## src/rtl/ex_div_seq_if.sv

```systemverilog
// Handshake bundle between the execute stage and the sequential divider.
// The pipeline side uses the master modport; the divider uses the slave modport.
interface ex_div_seq_if;
    logic        div_start;
    logic [1:0]  div_op;
    logic [31:0] op_a;
    logic [31:0] op_b;
    logic        flush;
    logic        mem_hold;
    logic        dbg;
    logic        ex_hold;
    logic        div_done;
    logic [31:0] div_res;
    logic        busy;

    modport master (
        output div_start, div_op, op_a, op_b, flush, mem_hold, dbg,
        input  ex_hold, div_done, div_res, busy
    );

    modport slave (
        input  div_start, div_op, op_a, op_b, flush, mem_hold, dbg,
        output ex_hold, div_done, div_res, busy
    );
endinterface

```

## src/rtl/ex_div_seq.sv

```systemverilog
// Multi-cycle restoring divider for the execute stage (DIV/DIVU/REM/REMU).
// 32 iteration cycles plus a sign-fix cycle; divide-by-zero and overflow finish in one cycle.
module ex_div_seq (
    input  logic        clk,
    input  logic        Rst,
    ex_div_seq_if.slave bus
);

    typedef enum logic [1:0] {
        IDLE = 2'b00,
        BUSY = 2'b01,
        FIX  = 2'b10,
        DONE = 2'b11
    } state_t;

    state_t      state_r, state_s;
    logic [4:0]  count_r, count_s;
    logic [31:0] rem_r, rem_s;
    logic [31:0] quo_r, quo_s;
    logic [31:0] b_r, b_s;
    logic [31:0] res_r, res_s;
    logic [1:0]  op_r, op_s;
    logic        sign_a_r, sign_a_s;
    logic        sign_b_r, sign_b_s;
    logic        done_r;
    logic        busy_r;

    logic        start_s;
    logic        signed_op_s;
    logic        div_zero_s;
    logic        overflow_s;
    logic [31:0] abs_a_s;
    logic [31:0] abs_b_s;
    logic [32:0] shifted_s;
    logic [32:0] trial_s;
    logic [31:0] q_fix_s;
    logic [31:0] r_fix_s;

    function automatic logic [31:0] neg32(input logic [31:0] v);
        return ~v + 32'd1;
    endfunction

    // Operand decode, one restoring step and the final sign correction.
    always_comb begin
        start_s     = bus.div_start && !bus.flush;
        signed_op_s = !bus.div_op[0];
        div_zero_s  = (bus.op_b == 32'd0);
        overflow_s  = signed_op_s && (bus.op_a == 32'h8000_0000) && (bus.op_b == 32'hFFFF_FFFF);
        abs_a_s     = (signed_op_s && bus.op_a[31]) ? neg32(bus.op_a) : bus.op_a;
        abs_b_s     = (signed_op_s && bus.op_b[31]) ? neg32(bus.op_b) : bus.op_b;
        // Partial remainder is below the divisor, so the 33-bit shifted value never overflows.
        shifted_s   = {rem_r, quo_r[31]};
        trial_s     = shifted_s - {1'b0, b_r};
        q_fix_s     = (!op_r[0] && (sign_a_r != sign_b_r)) ? neg32(quo_r) : quo_r;
        r_fix_s     = (!op_r[0] && sign_a_r) ? neg32(rem_r) : rem_r;
    end

    // Next-state and datapath update; flush overrides every transition.
    always_comb begin
        state_s  = state_r;
        count_s  = count_r;
        rem_s    = rem_r;
        quo_s    = quo_r;
        b_s      = b_r;
        op_s     = op_r;
        sign_a_s = sign_a_r;
        sign_b_s = sign_b_r;
        res_s    = 32'd0;
        if (bus.flush) begin
            state_s = IDLE;
            count_s = 5'd0;
        end else begin
            case (state_r)
                IDLE: begin
                    if (bus.div_start) begin
                        op_s     = bus.div_op;
                        sign_a_s = signed_op_s && bus.op_a[31];
                        sign_b_s = signed_op_s && bus.op_b[31];
                        count_s  = 5'd0;
                        if (div_zero_s) begin
                            state_s = DONE;
                            res_s   = bus.div_op[1] ? bus.op_a : 32'hFFFF_FFFF;
                        end else if (overflow_s) begin
                            state_s = DONE;
                            res_s   = bus.div_op[1] ? 32'd0 : 32'h8000_0000;
                        end else begin
                            state_s = BUSY;
                            rem_s   = 32'd0;
                            quo_s   = abs_a_s;
                            b_s     = abs_b_s;
                        end
                    end else begin
                        state_s = IDLE;
                    end
                end
                BUSY: begin
                    rem_s = trial_s[32] ? shifted_s[31:0] : trial_s[31:0];
                    quo_s = {quo_r[30:0], ~trial_s[32]};
                    if (count_r == 5'd31) begin
                        state_s = FIX;
                        count_s = 5'd0;
                    end else begin
                        state_s = BUSY;
                        count_s = count_r + 5'd1;
                    end
                end
                FIX: begin
                    state_s = DONE;
                    res_s   = op_r[1] ? r_fix_s : q_fix_s;
                end
                DONE: begin
                    if (!bus.mem_hold && !bus.dbg) begin
                        state_s = IDLE;
                    end else begin
                        state_s = DONE;
                        res_s   = res_r;
                    end
                end
                default: begin
                    state_s = IDLE;
                    count_s = 5'd0;
                end
            endcase
        end
    end

    // State register.
    always_ff @(posedge clk or posedge Rst) begin
        if (Rst) begin
            state_r <= IDLE;
        end else begin
            state_r <= state_s;
        end
    end

    // Iteration datapath registers.
    always_ff @(posedge clk or posedge Rst) begin
        if (Rst) begin
            count_r  <= 5'd0;
            rem_r    <= 32'd0;
            quo_r    <= 32'd0;
            b_r      <= 32'd0;
            op_r     <= 2'b00;
            sign_a_r <= 1'b0;
            sign_b_r <= 1'b0;
        end else begin
            count_r  <= count_s;
            rem_r    <= rem_s;
            quo_r    <= quo_s;
            b_r      <= b_s;
            op_r     <= op_s;
            sign_a_r <= sign_a_s;
            sign_b_r <= sign_b_s;
        end
    end

    // Registered outputs; res_s is zero unless the next state is DONE.
    always_ff @(posedge clk or posedge Rst) begin
        if (Rst) begin
            res_r  <= 32'd0;
            done_r <= 1'b0;
            busy_r <= 1'b0;
        end else begin
            res_r  <= res_s;
            done_r <= (state_s == DONE);
            busy_r <= (state_s != IDLE);
        end
    end

    // Stall request must be combinational so the start cycle itself is held.
    assign bus.ex_hold  = !Rst && (((state_r == IDLE) && start_s) ||
                                   (state_r == BUSY) || (state_r == FIX));
    assign bus.div_done = done_r;
    assign bus.div_res  = res_r;
    assign bus.busy     = busy_r;

endmodule
```

## src/flat_wrapper.sv

```systemverilog
// flat-port wrapper written by rule: the top's interface ports become plain ports
module ex_div_seq_flat 
  (clk, Rst, bus_div_start, bus_div_op, bus_op_a, bus_op_b, bus_flush, bus_mem_hold, bus_dbg, bus_ex_hold, bus_div_done, bus_div_res, bus_busy);
  ex_div_seq_if bus_i ();
  input  logic clk;
  input  logic Rst;
  input wire logic [$bits(bus_i.div_start)-1:0] bus_div_start;
  input wire logic [$bits(bus_i.div_op)-1:0] bus_div_op;
  input wire logic [$bits(bus_i.op_a)-1:0] bus_op_a;
  input wire logic [$bits(bus_i.op_b)-1:0] bus_op_b;
  input wire logic [$bits(bus_i.flush)-1:0] bus_flush;
  input wire logic [$bits(bus_i.mem_hold)-1:0] bus_mem_hold;
  input wire logic [$bits(bus_i.dbg)-1:0] bus_dbg;
  output wire logic [$bits(bus_i.ex_hold)-1:0] bus_ex_hold;
  output wire logic [$bits(bus_i.div_done)-1:0] bus_div_done;
  output wire logic [$bits(bus_i.div_res)-1:0] bus_div_res;
  output wire logic [$bits(bus_i.busy)-1:0] bus_busy;
  assign bus_i.div_start = bus_div_start;
  assign bus_i.div_op = bus_div_op;
  assign bus_i.op_a = bus_op_a;
  assign bus_i.op_b = bus_op_b;
  assign bus_i.flush = bus_flush;
  assign bus_i.mem_hold = bus_mem_hold;
  assign bus_i.dbg = bus_dbg;
  assign bus_ex_hold = bus_i.ex_hold;
  assign bus_div_done = bus_i.div_done;
  assign bus_div_res = bus_i.div_res;
  assign bus_busy = bus_i.busy;
  ex_div_seq u_core (.clk(clk), .Rst(Rst), .bus(bus_i));
endmodule
```

## config.mk

```make
export PLATFORM = sky130hd
export DESIGN_NAME = ex_div_seq_flat
export DESIGN_NICKNAME = d
export VERILOG_FILES = /design/src/rtl/ex_div_seq_if.sv /design/src/rtl/ex_div_seq.sv /design/src/flat_wrapper.sv
export SDC_FILE = /design/constraint.sdc
export NUM_CORES = 1
export LEC_CHECK = 0
export BUFFER_PORTS_ARGS = -buffer_cell sky130_fd_sc_hd__buf_2
export CAP_MARGIN = 20
export CORE_MARGIN = 8
export CORE_UTILIZATION = 34
export CTS_CLUSTER_SIZE = 28
export DETAILED_ROUTE_END_ITERATION = 8
export SKIP_LAST_GASP = 1
export SLEW_MARGIN = 40
export SYNTH_ARGS = -nofsm -noshare
export SYNTH_HDL_FRONTEND = slang
export SYNTH_SLANG_ARGS = --single-unit
```

## constraint.sdc

```tcl
create_clock -name clk -period 6.36 [get_ports clk]
set_input_delay 0 -clock clk [delete_from_list [all_inputs] [get_ports clk]]
set_output_delay 0 -clock clk [all_outputs]
set_load 0.01 [all_outputs]
```

# Word level (Yosys, flattened, before mapping)

Cells that the tools add are included.
Widths: inputs -> output; s select.

Register bits: 141

$add $sub $neg: 6
Equality and inequality tests: 13
Muxes and demuxes: 33
Bitwise gates (word level): 8
Reductions and logical operators: 27

Operator list:

| operator              | number |
|---|---|
| $mux 32               | 19 |
| $add 32x1->32 const B | 4 |
| $not 32->32           | 4 |
| $pmux 32 s2           | 2 |
| $pmux 32 s3           | 1 |
| $eq 32x32->1 const B  | 2 |
| $sub 33x32->33        | 1 |
| $logic_not 32->1      | 1 |
| $mux 5                | 3 |
| $mux 2                | 6 |
| $logic_and 1x1->1     | 10 |
| $pmux 5 s2            | 1 |
| $reduce_and 5->1      | 2 |
| $pmux 2 s4            | 1 |
| $eq 2x2->1 const B    | 3 |
| $logic_not 1->1       | 6 |
| $ne 2x2->1 const B    | 3 |
| $add 5x1->5 const B   | 1 |
| $eq 5x5->1 const B    | 1 |
| $not 1->1             | 4 |
| $reduce_bool 2->1     | 2 |
| $ne 3x2->1 const B    | 1 |
| $ne 3x3->1 const B    | 1 |
| $reduce_and 3->1      | 1 |
| 6 further kinds       | 7 |

# Longest topological paths before layout

Gate-level depths: netlist (run 1).

Depth in word-level cells: 9
Depth in mapped cells: 13

# Worst setup path after synthesis (run 1)

OpenSTA, ideal clock, no wires.

Path type: register to register
From: register u_core.quo_r[31]
To: register u_core.rem_r[31]
Library setup time: 0.142 ns
Data arrival time: 2.887 ns
Data required time: 6.218 ns
Path slack: 3.331 ns
Cell stages (with the launch flop): 14
Buffers on the path: 1
Period minus slack after synthesis: 3.029 ns
Cells stage by stage: dfrtp_1 > inv_1 > ha_1 > fa_1 > nand2b_1 > a21o_1 > a21bo_2 > nand3_1 > a31oi_1 > o21a_1 > or2_2 > buf_2 > o311ai_0 > o211ai_1

Longest elaborated chain between the ends: 3

Ends and longest elaborated chain:

| what                   | RTL line          | RTL |
|---|---|---|
| from (decl)            | ex_div_seq.sv:19  | `logic [31:0] quo_r, quo_s;` |
| from (signal assigned) | ex_div_seq.sv:149 | `quo_r <= quo_s;` |
| $sub 33x32->33         | ex_div_seq.sv:53  | `trial_s = shifted_s - {1'b0, b_r};` |
| $mux 32                | ex_div_seq.sv:97  | `rem_s = trial_s[32] ? shifted_s[31:0] : trial_s[31:0];` |
| $pmux 32 s2            | ex_div_seq.sv:73  | `case (state_r)` |
| to (signal assigned)   | ex_div_seq.sv:148 | `rem_r <= rem_s;` |
| to (decl)              | ex_div_seq.sv:18  | `logic [31:0] rem_r, rem_s;` |

Every way passes these cells.
A chain may end at the register's enable or synchronous reset.

# Worst setup path in the final report (run 1)

From: input port bus_op_a[13]
To: register u_core.quo_r[31]

Longest elaborated chain between the ends: 7

Ends and longest elaborated chain:

| what          | RTL line          | RTL |
|---|---|---|
| from (decl)   | flat_wrapper.sv:9 | `input wire logic [$bits(bus_i.op_a)-1:0] bus_op_a;` |
| $not 32->32   | ex_div_seq.sv:40  | `return ~v + 32'd1;` |
| $add 32x1->32 | ex_div_seq.sv:40  |  |
| $mux 32       | ex_div_seq.sv:49  | `abs_a_s = (signed_op_s && bus.op_a[31]) ? neg32(bus.op_a) : bus.op_a;` |
| $mux 32       | ex_div_seq.sv:83  | `end else if (overflow_s) begin` |
| $mux 32       | ex_div_seq.sv:80  | `if (div_zero_s) begin` |
| $mux 32       | ex_div_seq.sv:75  | `if (bus.div_start) begin` |
| $pmux 32 s2   | ex_div_seq.sv:73  |  |

Parallel ways exist; a longest one is shown, timed or not. The select of a mux whose other input is x is not followed.

==> results of run 1 <==
[worst max path at each step]
stage | slack (ps) | endpoint
6_report | 2710 | u_core.quo_r[31]
5_1_grt | 2510 | u_core.quo_r[31]
4_1_cts | 2660 | u_core.quo_r[31]
3_5_place_dp | 2780 | u_core.quo_r[31]
3_3_place_gp | 2770 | u_core.quo_r[31]
2_1_floorplan | 2580 | u_core.b_r[0]
[power by group through the flow]
stage / logic [uW] / registers, uW / clock network [uW]
floorplan: 616 / 1060 / 0
global placement: 800 / 1090 / 0
detailed placement: 809 / 1090 / 0
CTS: 838 / 1080 / 1030
global route: 948 / 1090 / 1070
finish: 846 / 1080 / 1010
[registers in the layout (all words and copies together) (netlist names)]
| name | count |
|---|---|
| u_core.bus.div_res | 32 |
| u_core.bus.busy | 1 |
| u_core.op_r | 2 |
| u_core.bus.div_done | 1 |
| u_core.state_r | 2 |
| u_core.rem_r | 32 |
| u_core.quo_r | 32 |
| u_core.count_r | 5 |
| u_core.sign_a_r | 1 |
| u_core.sign_b_r | 1 |
| u_core.b_r | 32 |
[cell usage in the layout (no fill, tap or decap), drive strengths merged, types with 19 or more instances in the layout]
| master | count |
|---|---|
| a21oi | 110 |
| buf | 118 |
| clkbuf | 19 |
| dfrtp | 141 |
| dlygate4sd3 | 49 |
| ha | 39 |
| inv | 62 |
| mux2i | 22 |
| nand2 | 190 |
| nand2b | 20 |
| nor2 | 105 |
| nor3 | 33 |
| o211ai | 30 |
| o21ai | 176 |
| o31ai | 22 |
| xnor2 | 70 |
| xor2 | 70 |
[per-layer routing]
metal | vias to the layer above | wire (um) | global-route usage, %
li1 | 5126 | - | -
met1 | 5014 | 16500 | 25.1
met2 | 373 | 14400 | 26.3
met3 | 44 | 2450 | 4.20
met4 | 2 | 597 | 4.80
met5 | - | 13 | 0
[critical path, cell delays in order]
cell           delay (ps)
dlygate4sd3_1         550
buf_2                 160
or3_1                 400
nor4_1                520
nand3_1               370
o32ai_2               480
nor2_1                120
o21ai_4               530
buf_12                360
nor4_1                 90
a221o_1               290
[cells by family (layout without fill, tap and decap cells)]
family          after synthesis  count (layout)  synth area share (%)
mux                          26              26                  2.44
flops                       141             141                  32.4
other cells                   0               2                     0
xor+xnor                    140             140                  11.3
compound gates              431             431                  23.8
simple gates                469             469                  20.3
buf+inv                     133             260                  5.19
fa+ha+maj                    40              40                  4.66
[cell type report]
cell class	count	area (um^2)	area share [%]
Clock inverter	13	143	1.11
Sequential cell	141	3530	27.5
Clock buffer	19	443	3.45
Timing Repair Buffer	167	1130	8.79
Antenna cell	2	5.00	0.0390
Tap cell	402	503	3.92
Inverter	61	234	1.82
Multi-Input combinational cell	1106	6840	53.3
[stage by stage]
stage / cell area, um^2 / util (%) / setup slack (ps) / cells
after floorplan: 10900 / - / 2580 / 1380
after global placement: 11700 / 37.1 / 2770 / 1828
after detailed placement: 11700 / 37.2 / 2780 / 1828
after CTS: 12800 / 40.6 / 2660 / 1909
after global routing: 12800 / 40.6 / 2510 / 1909
final: 12800 / 40.6 / 2710 / 1911
==> qor.yml, run 1 <==
status: "completed"
yosys_register_bits: 141
max_freq_ghz: 0.274
antenna_found_initial: 2
crit_fanout: 78
synth_cells: 1380
drc: 0
portBuffers: 106
io_pins: 107
vias_per_cell: 5.53
synth_top_cell_by_area: "dfrtp_1"
p_switching_uw: 1030
fp-row-count: 65
synth_cell_types: 65
max_cap_violations: 0
pwr-share-seq_pct: 36.8
path_clk_slew_ps: 60
final_hold_viol_count: 0
yosysWarnings: 0
final_max_slew_viol_count: 0
crit_type: "in -> reg"
cts_setup_buffers: 0
final_layout_size_suffix_gt1_share_pct: 12.1
synth_top_area_share_pct: 32.4
reg2reg_to: "u_core.rem_r[1]"
numCtsBuffers: 17
hpwl_um: 25000
firstDrtPassIters: 5
die_y_um: 195
hold_ws_ps: 13.1
tightest_slew_ps: 892
pwr-share-clk_pct: 34.4
final-setup-viol-count: 0
worstPathArrival_ps: 3960
reg2reg_setup_slack_ps: 2980
die_area_mm2: 0.0380
hp-start: "bus_op_a[29]"
core_area_mm2: 0.0316
p_int_uw: 1910
clkSinkCount: 141
finalPower_uw: 2940
synth.avg_cell_area_um2: 7.89
cts_tree: "done"
min_period_over_period_pct: 57.4
synth_common_cells: "190 x nand2_1, 141 x dfrtp_1, 128 x o21ai_0"
grt_pass1_wl_um: 54900
die_x_um: 195
syn_to_final_growth_pct: 17.7
end_kind: "flip-flop"
fin_tns_setup_ps: 0
start_util_pct: 34.5
rsz0062_at_grt: "false"
cts-root-buf: "clkbuf_16"
peakVddDrop_v: 0.000196
htreeDepth: 4
synth-async-reset-ratio_pct: 100
yosysSeqAreaShare_pct: 32.4
grt_max_degree: 79
whs_path_depth: 5
grt.overflow.total: 0
place_congestion: 0.879
dr.first_iter.drc_count: 729
fillers: 3209
worstSetupStartpointType: "primary input"
pwr-share-comb_pct: 28.8
worstReg2RegStart: "u_core.quo_r[31]"
max-clock-path-buffers: 2
ys.flop_type: "dfrtp_1"
synth_area_mm2: 0.0109
num_vias: 10600
nets: 1606
reg2reg_depth: 13
whs_endpoint: "u_core.bus.div_res[29]"
power_leakage_uw: 0.00557
finalWirelength_um: 33900
period_needed_ps: 3650
relSlewSlack_pct: 40.6
hp-class: "in -> reg"
post_cts.resized_instances: 0
sw_frac_of_total_pct: 35.1
synth_most_common_cell: "nand2_1"
grt_pass1_vias: 10100
required_ps: 6670
track_usage_pct: 17.7
power-per-cell-area_mw_per_mm2: 229
fin_skew_ps: 10.8
ctsHoldBuffers: 49
wl_per_cell_um: 17.8
synth_edf_count: 0
syn_nets: 1492
crit_path_start: "bus_op_a[13]"
worstSkewPairLatency_ps: 430
postRouteAntennaNets: 0
synth_area_leaders: "dfrtp_1 32%, nand2_1 6.5%, o21ai_0 5.9%"
Note: power is estimated with default switching activity, not from simulation.
==> run 2, diff against run 1 <==
clock period = 3 ns   (was 6.36 ns; I/O delays follow)
==> run 2 against run 1 <==
Total power grew 120%. Register-to-register slack worse by 2900 ps. Hold slack improved by 1.3 ps. First-iteration DRC count is 4.8% higher. Routed wire length increased by 2.9%. Clock skew barely moved. Die area unchanged. Largest power group unchanged.
==> qor.yml, run 2 (synthesized netlist as in run 1, its figures left out) <==
status: "completed"
die_y_um: 195  # unchanged
crit_fanout: 5  # -94%
portBuffers: 106  # unchanged
postRouteAntennaNets: 0  # unchanged
power-per-cell-area_mw_per_mm2: 473  # +110%
final_hold_viol_count: 0  # unchanged
met1Wirelength_um: 16900  # +2.5%
whs_path_depth: 5  # unchanged
hpwl_um: 26200  # +4.9%
pwr-share-comb_pct: 30.3  # +1.5 points
syn_to_final_growth_pct: 25.1
postLayoutCoreUtil_pct: 43.2  # +2.6 points
final-setup-viol-count: 0  # unchanged
period_needed_ps: 2890
path_clk_slew_ps: 60  # about the same
fp-row-count: 65  # unchanged
fin_skew_ps: 10.9  # +0.174 ps
cts-root-buf: "clkbuf_16"
max_cap_violations: 0  # unchanged
worstPathArrival_ps: 3190  # -770 ps
worstSetupStartpointType: "flip-flop"
wl_per_cell_um: 17.5  # -1.3%
num_vias: 10800  # +1.9%
pwr-share-seq_pct: 35.2  # -1.6 points
nets: 1690  # +5.2%
instances_no_fill: 1992  # +4.2%
hp-class: "in -> reg"
rsz0062_at_grt: "true"
grt_max_degree: 100  # +27%
finalWirelength_um: 34900  # +2.9%
p_int_uw: 4220  # +120%
max_freq_ghz: 0.347
drc: 0  # unchanged
place_congestion: 0.934  # +6.2%
vias_per_cell: 5.40  # -2.2%
dr_wl_met3_um: 2000  # -19%
sw_frac_of_total_pct: 34.5  # -0.55 points
die_x_um: 195  # unchanged
firstDrtPassIters: 5  # unchanged
peakVddDrop_v: 0.000332  # +69%
die_area_mm2: 0.0380  # unchanged
min_period_over_period_pct: 96.2
relSlewSlack_pct: 43.3  # +2.7 points
tightest_slew_ps: 851  # -41.0 ps
max-clock-path-buffers: 2  # unchanged
reg2reg_depth: 11  # -2
antenna_found_initial: 0  # -2
worstSkewPairLatency_ps: 430  # about the same
grt_pass1_wl_um: 56600  # +3.0%
dp_cells: 1912  # +4.6%
io_pins: 107  # unchanged
antenna_cells: 0  # -2
p_switching_uw: 2220  # +120%
final_layout_size_suffix_gt1_share_pct: 17.3  # +5.2 points
final_cell_mix: "189 x nand2_1, 141 x dfrtp_1, 126 x o21ai_0"
numCtsBuffers: 17  # unchanged
top_layer_used: "met4"
dr_wl_met2_um: 15400  # +7.2%
grt_pass1_vias: 10500  # +4.0%
clkSinkCount: 141  # unchanged
grt.overflow.total: 0  # unchanged
crit_type: "reg -> reg"
layout_commonest_cell: "nand2_1"
dr.first_iter.drc_count: 764  # +4.8%
end_kind: "flip-flop"
required_ps: 3300  # -3370 ps
power_leakage_uw: 0.00606  # +8.7%
final_max_slew_viol_count: 0  # unchanged
core_area_mm2: 0.0316  # unchanged
hold_ws_ps: 14.4  # +1.33 ps
fillers: 3172  # -1.2%
htreeDepth: 4  # unchanged
track_usage_pct: 18.2  # +0.50 points
cts_tree: "done"
pwr-share-clk_pct: 34.5  # about the same
start_util_pct: 34.5  # unchanged
[run 2: changes by cell type in the layout (fill, tap and decap cells not counted), sizes merged, moves of 2 or more]
cell	change
buf	+84
clkinv	-3
clkbuf	-2
diode	-2
inv	+2
[run 2: power by group through the flow]
stage	combinational [uW]	clock (uW)	sequential, uW
6_report	1950	2220	2270
2_1_floorplan	1310	0	2240
3_3_place_gp	1850	0	2290
5_1_grt	2180	2350	2290
3_5_place_dp	1860	0	2300
4_1_cts	1930	2260	2260
[run 2: stage by stage]
stage                     setup TNS [ps]  setup slack [ps]  cell area (um^2)  total power [uW]
after floorplan                        0              21.6             10900              3550
after global placement                 0              78.5             12400              4140
after detailed placement               0              19.1             12400              4160
after CTS                              0              23.0             13500              6450
after global routing               -8.68             -8.68             13600              6830
final                                  0               114             13600              6450
[run 2: repair_timing]
item                                    CTS  global route
resized for setup                         0            19
hold endpoints to repair                 74             0
setup buffers                             0             0
hold buffers                             49             0
endpoints found under the setup margin    0            47
[run 2: final cells by class]
cell class / instances / area, um^2 / area share [%]
clock buffer: 17 / 425 / 3.12
clock inverter: 14 / 184 / 1.35
inverter: 61 / 233 / 1.71
multi-input combinational: 1106 / 6910 / 50.7
sequential: 141 / 3530 / 25.9
tap: 402 / 503 / 3.69
timing repair buffer: 251 / 1840 / 13.5
[run 2: metal layers]
| layer | GRT usage [%] | up-vias |
|---|---|---|
| met3 | 2.89 | 41 |
| li1 | - | 5283 |
| met2 | 28.0 | 347 |
| met4 | 4.91 | 0 |
| met5 | 0 | - |
| met1 | 26.0 | 5091 |
[run 2: path summary, 6_finish.rpt]
kind,startpoint,end,slack (ps)
worst min register to register,u_core.bus.div_res[22],u_core.bus.div_res[22],490
min in group asynchronous,Rst,u_core.bus.div_res[8],220
max in group asynchronous,Rst,u_core.b_r[27],1850
worst min-delay path,bus_div_start,u_core.bus.div_done,10
worst max register to register,u_core.b_r[0],u_core.rem_r[25],110
worst max-delay path,u_core.b_r[0],u_core.rem_r[25],110
[run 2: worst max-delay path: stages (launching register included)]
cell and delay, ps:
dfrtp_1 380, ha_1 220, fa_2 350, nand2b_1 170, a21o_1 170, a21bo_2 210
nand3_1 120, a31oi_2 140, o21a_2 260, or2_4 260, and3_1 180, or3_1 290
==> run 3, diff against run 2 <==
CAP_MARGIN = 40   (was 20)
MAX_ROUTING_LAYER = met4   (was not set)
==> run 3 against run 2 <==
The flow now finishes with violations (setup timing). Utilization is 0.99 points higher. Global-route usage grew 0.88 points. Flip-flop and latch count stayed put. Setup slack got worse by 130 ps. Register-to-register slack worse by 130 ps. Cell count is 0.85% higher. Critical endpoint is now u_core.rem_r[16].
==> qor.yml, run 3 (synthesized netlist as in run 1, its figures left out) <==
worstPathArrival_ps: 3300  # +110 ps
end_kind: "flip-flop"
final_hold_viol_count: 0  # unchanged
fin_skew_ps: 13.1  # +2.14 ps
dp_cells: 1915  # +0.16%
cpPeakStageDelay_ps: 430  # +50 ps
period_needed_ps: 3020  # +133 ps
portBuffers: 106  # unchanged
failed_checks: "setup timing"
busiest_layer: "met2"
grt.overflow.total: 0  # unchanged
numCtsBuffers: 17  # unchanged
gr-usage-met1_pct: 25.8  # -0.20 points
htreeDepth: 4  # unchanged
status: "complete, but fails checks"
clkSinkCount: 141  # unchanged
required_ps: 3290  # about the same
min_period_over_period_pct: 101  # +4.4 points
cts-root-buf: "clkbuf_16"
rsz0062_at_grt: "true"
place_congestion: 0.934  # about the same
die_y_um: 195  # unchanged
track_usage_pct: 19.1  # +0.88 points
grt_pass1_vias: 10700  # +2.0%
wl_per_cell_um: 18.0  # +2.7%
cp_slowest_cell: "dfrtp_1"
drc: 0  # unchanged
grt_use_met3_pct: 3.08  # +0.19 points
postPlaceCellArea_mm2: 0.0125  # +0.30%
antenna_found_initial: 1  # +1
worst-path-buf-inv: 2  # +2
start_util_pct: 34.5  # unchanged
final_cell_mix: "188 x nand2_1, 141 x dfrtp_1, 118 x o21ai_0"
nets: 1706  # +0.95%
io_pins: 107  # unchanged
die_x_um: 195  # unchanged
hpwl_um: 26800  # +2.0%
dr.first_iter.drc_count: 796  # +4.2%
final_area_mm2: 0.0139  # +2.3%
instances_no_fill: 2009  # +0.85%
grt_use_met2_pct: 29.2  # +1.2 points
max_cap_violations: 0  # unchanged
vias_per_cell: 5.43  # +0.58%
die_area_mm2: 0.0380  # unchanged
finalWorstSetupSlack_ps: -19.1  # -133 ps
hp-class: "in -> reg"
grt_pass1_wl_um: 57600  # +1.9%
postLayoutCoreUtil_pct: 44.2  # +0.99 points
num_vias: 10900  # +1.4%
max-clock-path-buffers: 2  # unchanged
crit_fanout: 6  # +1
power-per-cell-area_mw_per_mm2: 472  # -0.28%
grt_max_degree: 62  # -38%
crit_family: "compound AO/OA/AOI/OAI gates"
peakVddDrop_v: 0.000346  # +4.3%
final_max_slew_viol_count: 0  # unchanged
max_freq_ghz: 0.331  # -4.4%
crit_chain: "ha_4 > fa_2 > nand2b_4 > a21o_1 > a21bo_2 > nand3_4 > a31oi_4 > o21a_4 > nor2_4 > buf_12 > buf_4 > mux2i_1 > o21ai_0"
path_clk_slew_ps: 60  # about the same
crit_type: "reg -> reg"
firstDrtPassIters: 5  # unchanged
cts_tree: "done"
tightest_slew_ps: 855  # +4.90 ps
final_layout_size_suffix_gt1_share_pct: 19.1  # +1.8 points
worstSetupStartpointType: "flip-flop"
final-setup-viol-count: 1  # +1
fp-row-count: 65  # unchanged
relSlewSlack_pct: 43.0  # -0.33 points
finalPower_uw: 6570  # +2.0%
finalWirelength_um: 36200  # +3.6%
syn_to_final_growth_pct: 28.0
power_leakage_uw: 0.00618  # +1.9%
layout_commonest_cell: "nand2_1"
postRouteAntennaNets: 0  # unchanged
core_area_mm2: 0.0316  # unchanged
worstSkewPairLatency_ps: 430  # about the same
run 3: power breakdown:
group          switching (uW)  internal (uW)
registers                 180           2090
logic                    1180            849
clock network             889           1390
run 3: timing repair:
action	CTS	global route
pin swaps	2	14
resized for setup	6	46
buffers inserted	1	9
endpoints found under the hold margin	89	0
hold buffers	49	0
endpoints found under the setup margin	6	50
gates cloned	1	2
run 3: worst register-to-register path: stages, from the launching register on:
cell	delay, ps
dfrtp_1	430
ha_4	190
fa_2	410
nand2b_4	160
a21o_1	160
a21bo_2	250
nand3_4	110
a31oi_4	120
o21a_4	240
nor2_4	210
buf_12	170
buf_4	120
mux2i_1	190
o21ai_0	130
run 3: metal layers:
| layer | wire length, um | part of all wire [%] |
|---|---|---|
| met2 | 16000 | 44 |
| met5 | 0 | 0 |
| met3 | 2010 | 5.5 |
| met4 | 790 | 2.2 |
| met1 | 17300 | 48 |
run 3: per-stage QoR:
step / hold slack, ps / setup WS (ps) / TNS, ps
after floorplan: 44.1 / 21.6 / 0
after global placement: 293 / 49.4 / 0
after detailed placement: 22.6 / -54.5 / -57.7
after CTS: 0.699 / 8.08 / 0
after global routing: 28.7 / -74.8 / -707
final: 8.08 / -19.1 / -19.1
run 3: layout make-up:
type | instances | area (um^2)
flip-flops and latches | 141 | 3530
repair buffers | 267 | 2030
fillers | 3113 | 17600
clock inverters | 14 | 195
well taps | 402 | 503
inverters | 61 | 233
multi-input cells | 1106 | 7020
diodes | 1 | 2.50
clock buffers | 17 | 425
run 3: worst paths after layout:
| check | end | startpoint | slack [ps] | depth (start not counted) |
|---|---|---|---|---|
| max | u_core.rem_r[16] | u_core.b_r[0] | -20 | 13 |
| max in group asynchronous | u_core.b_r[19] | Rst | 2080 | 5 |
| min | u_core.b_r[3] | bus_op_b[3] | 8 | 5 |
| min reg2reg | u_core.bus.div_res[22] | u_core.bus.div_res[22] | 490 | 2 |
| min in group asynchronous | u_core.bus.div_res[18] | Rst | 130 | 3 |
| max reg2reg | u_core.rem_r[16] | u_core.b_r[0] | -20 | 13 |
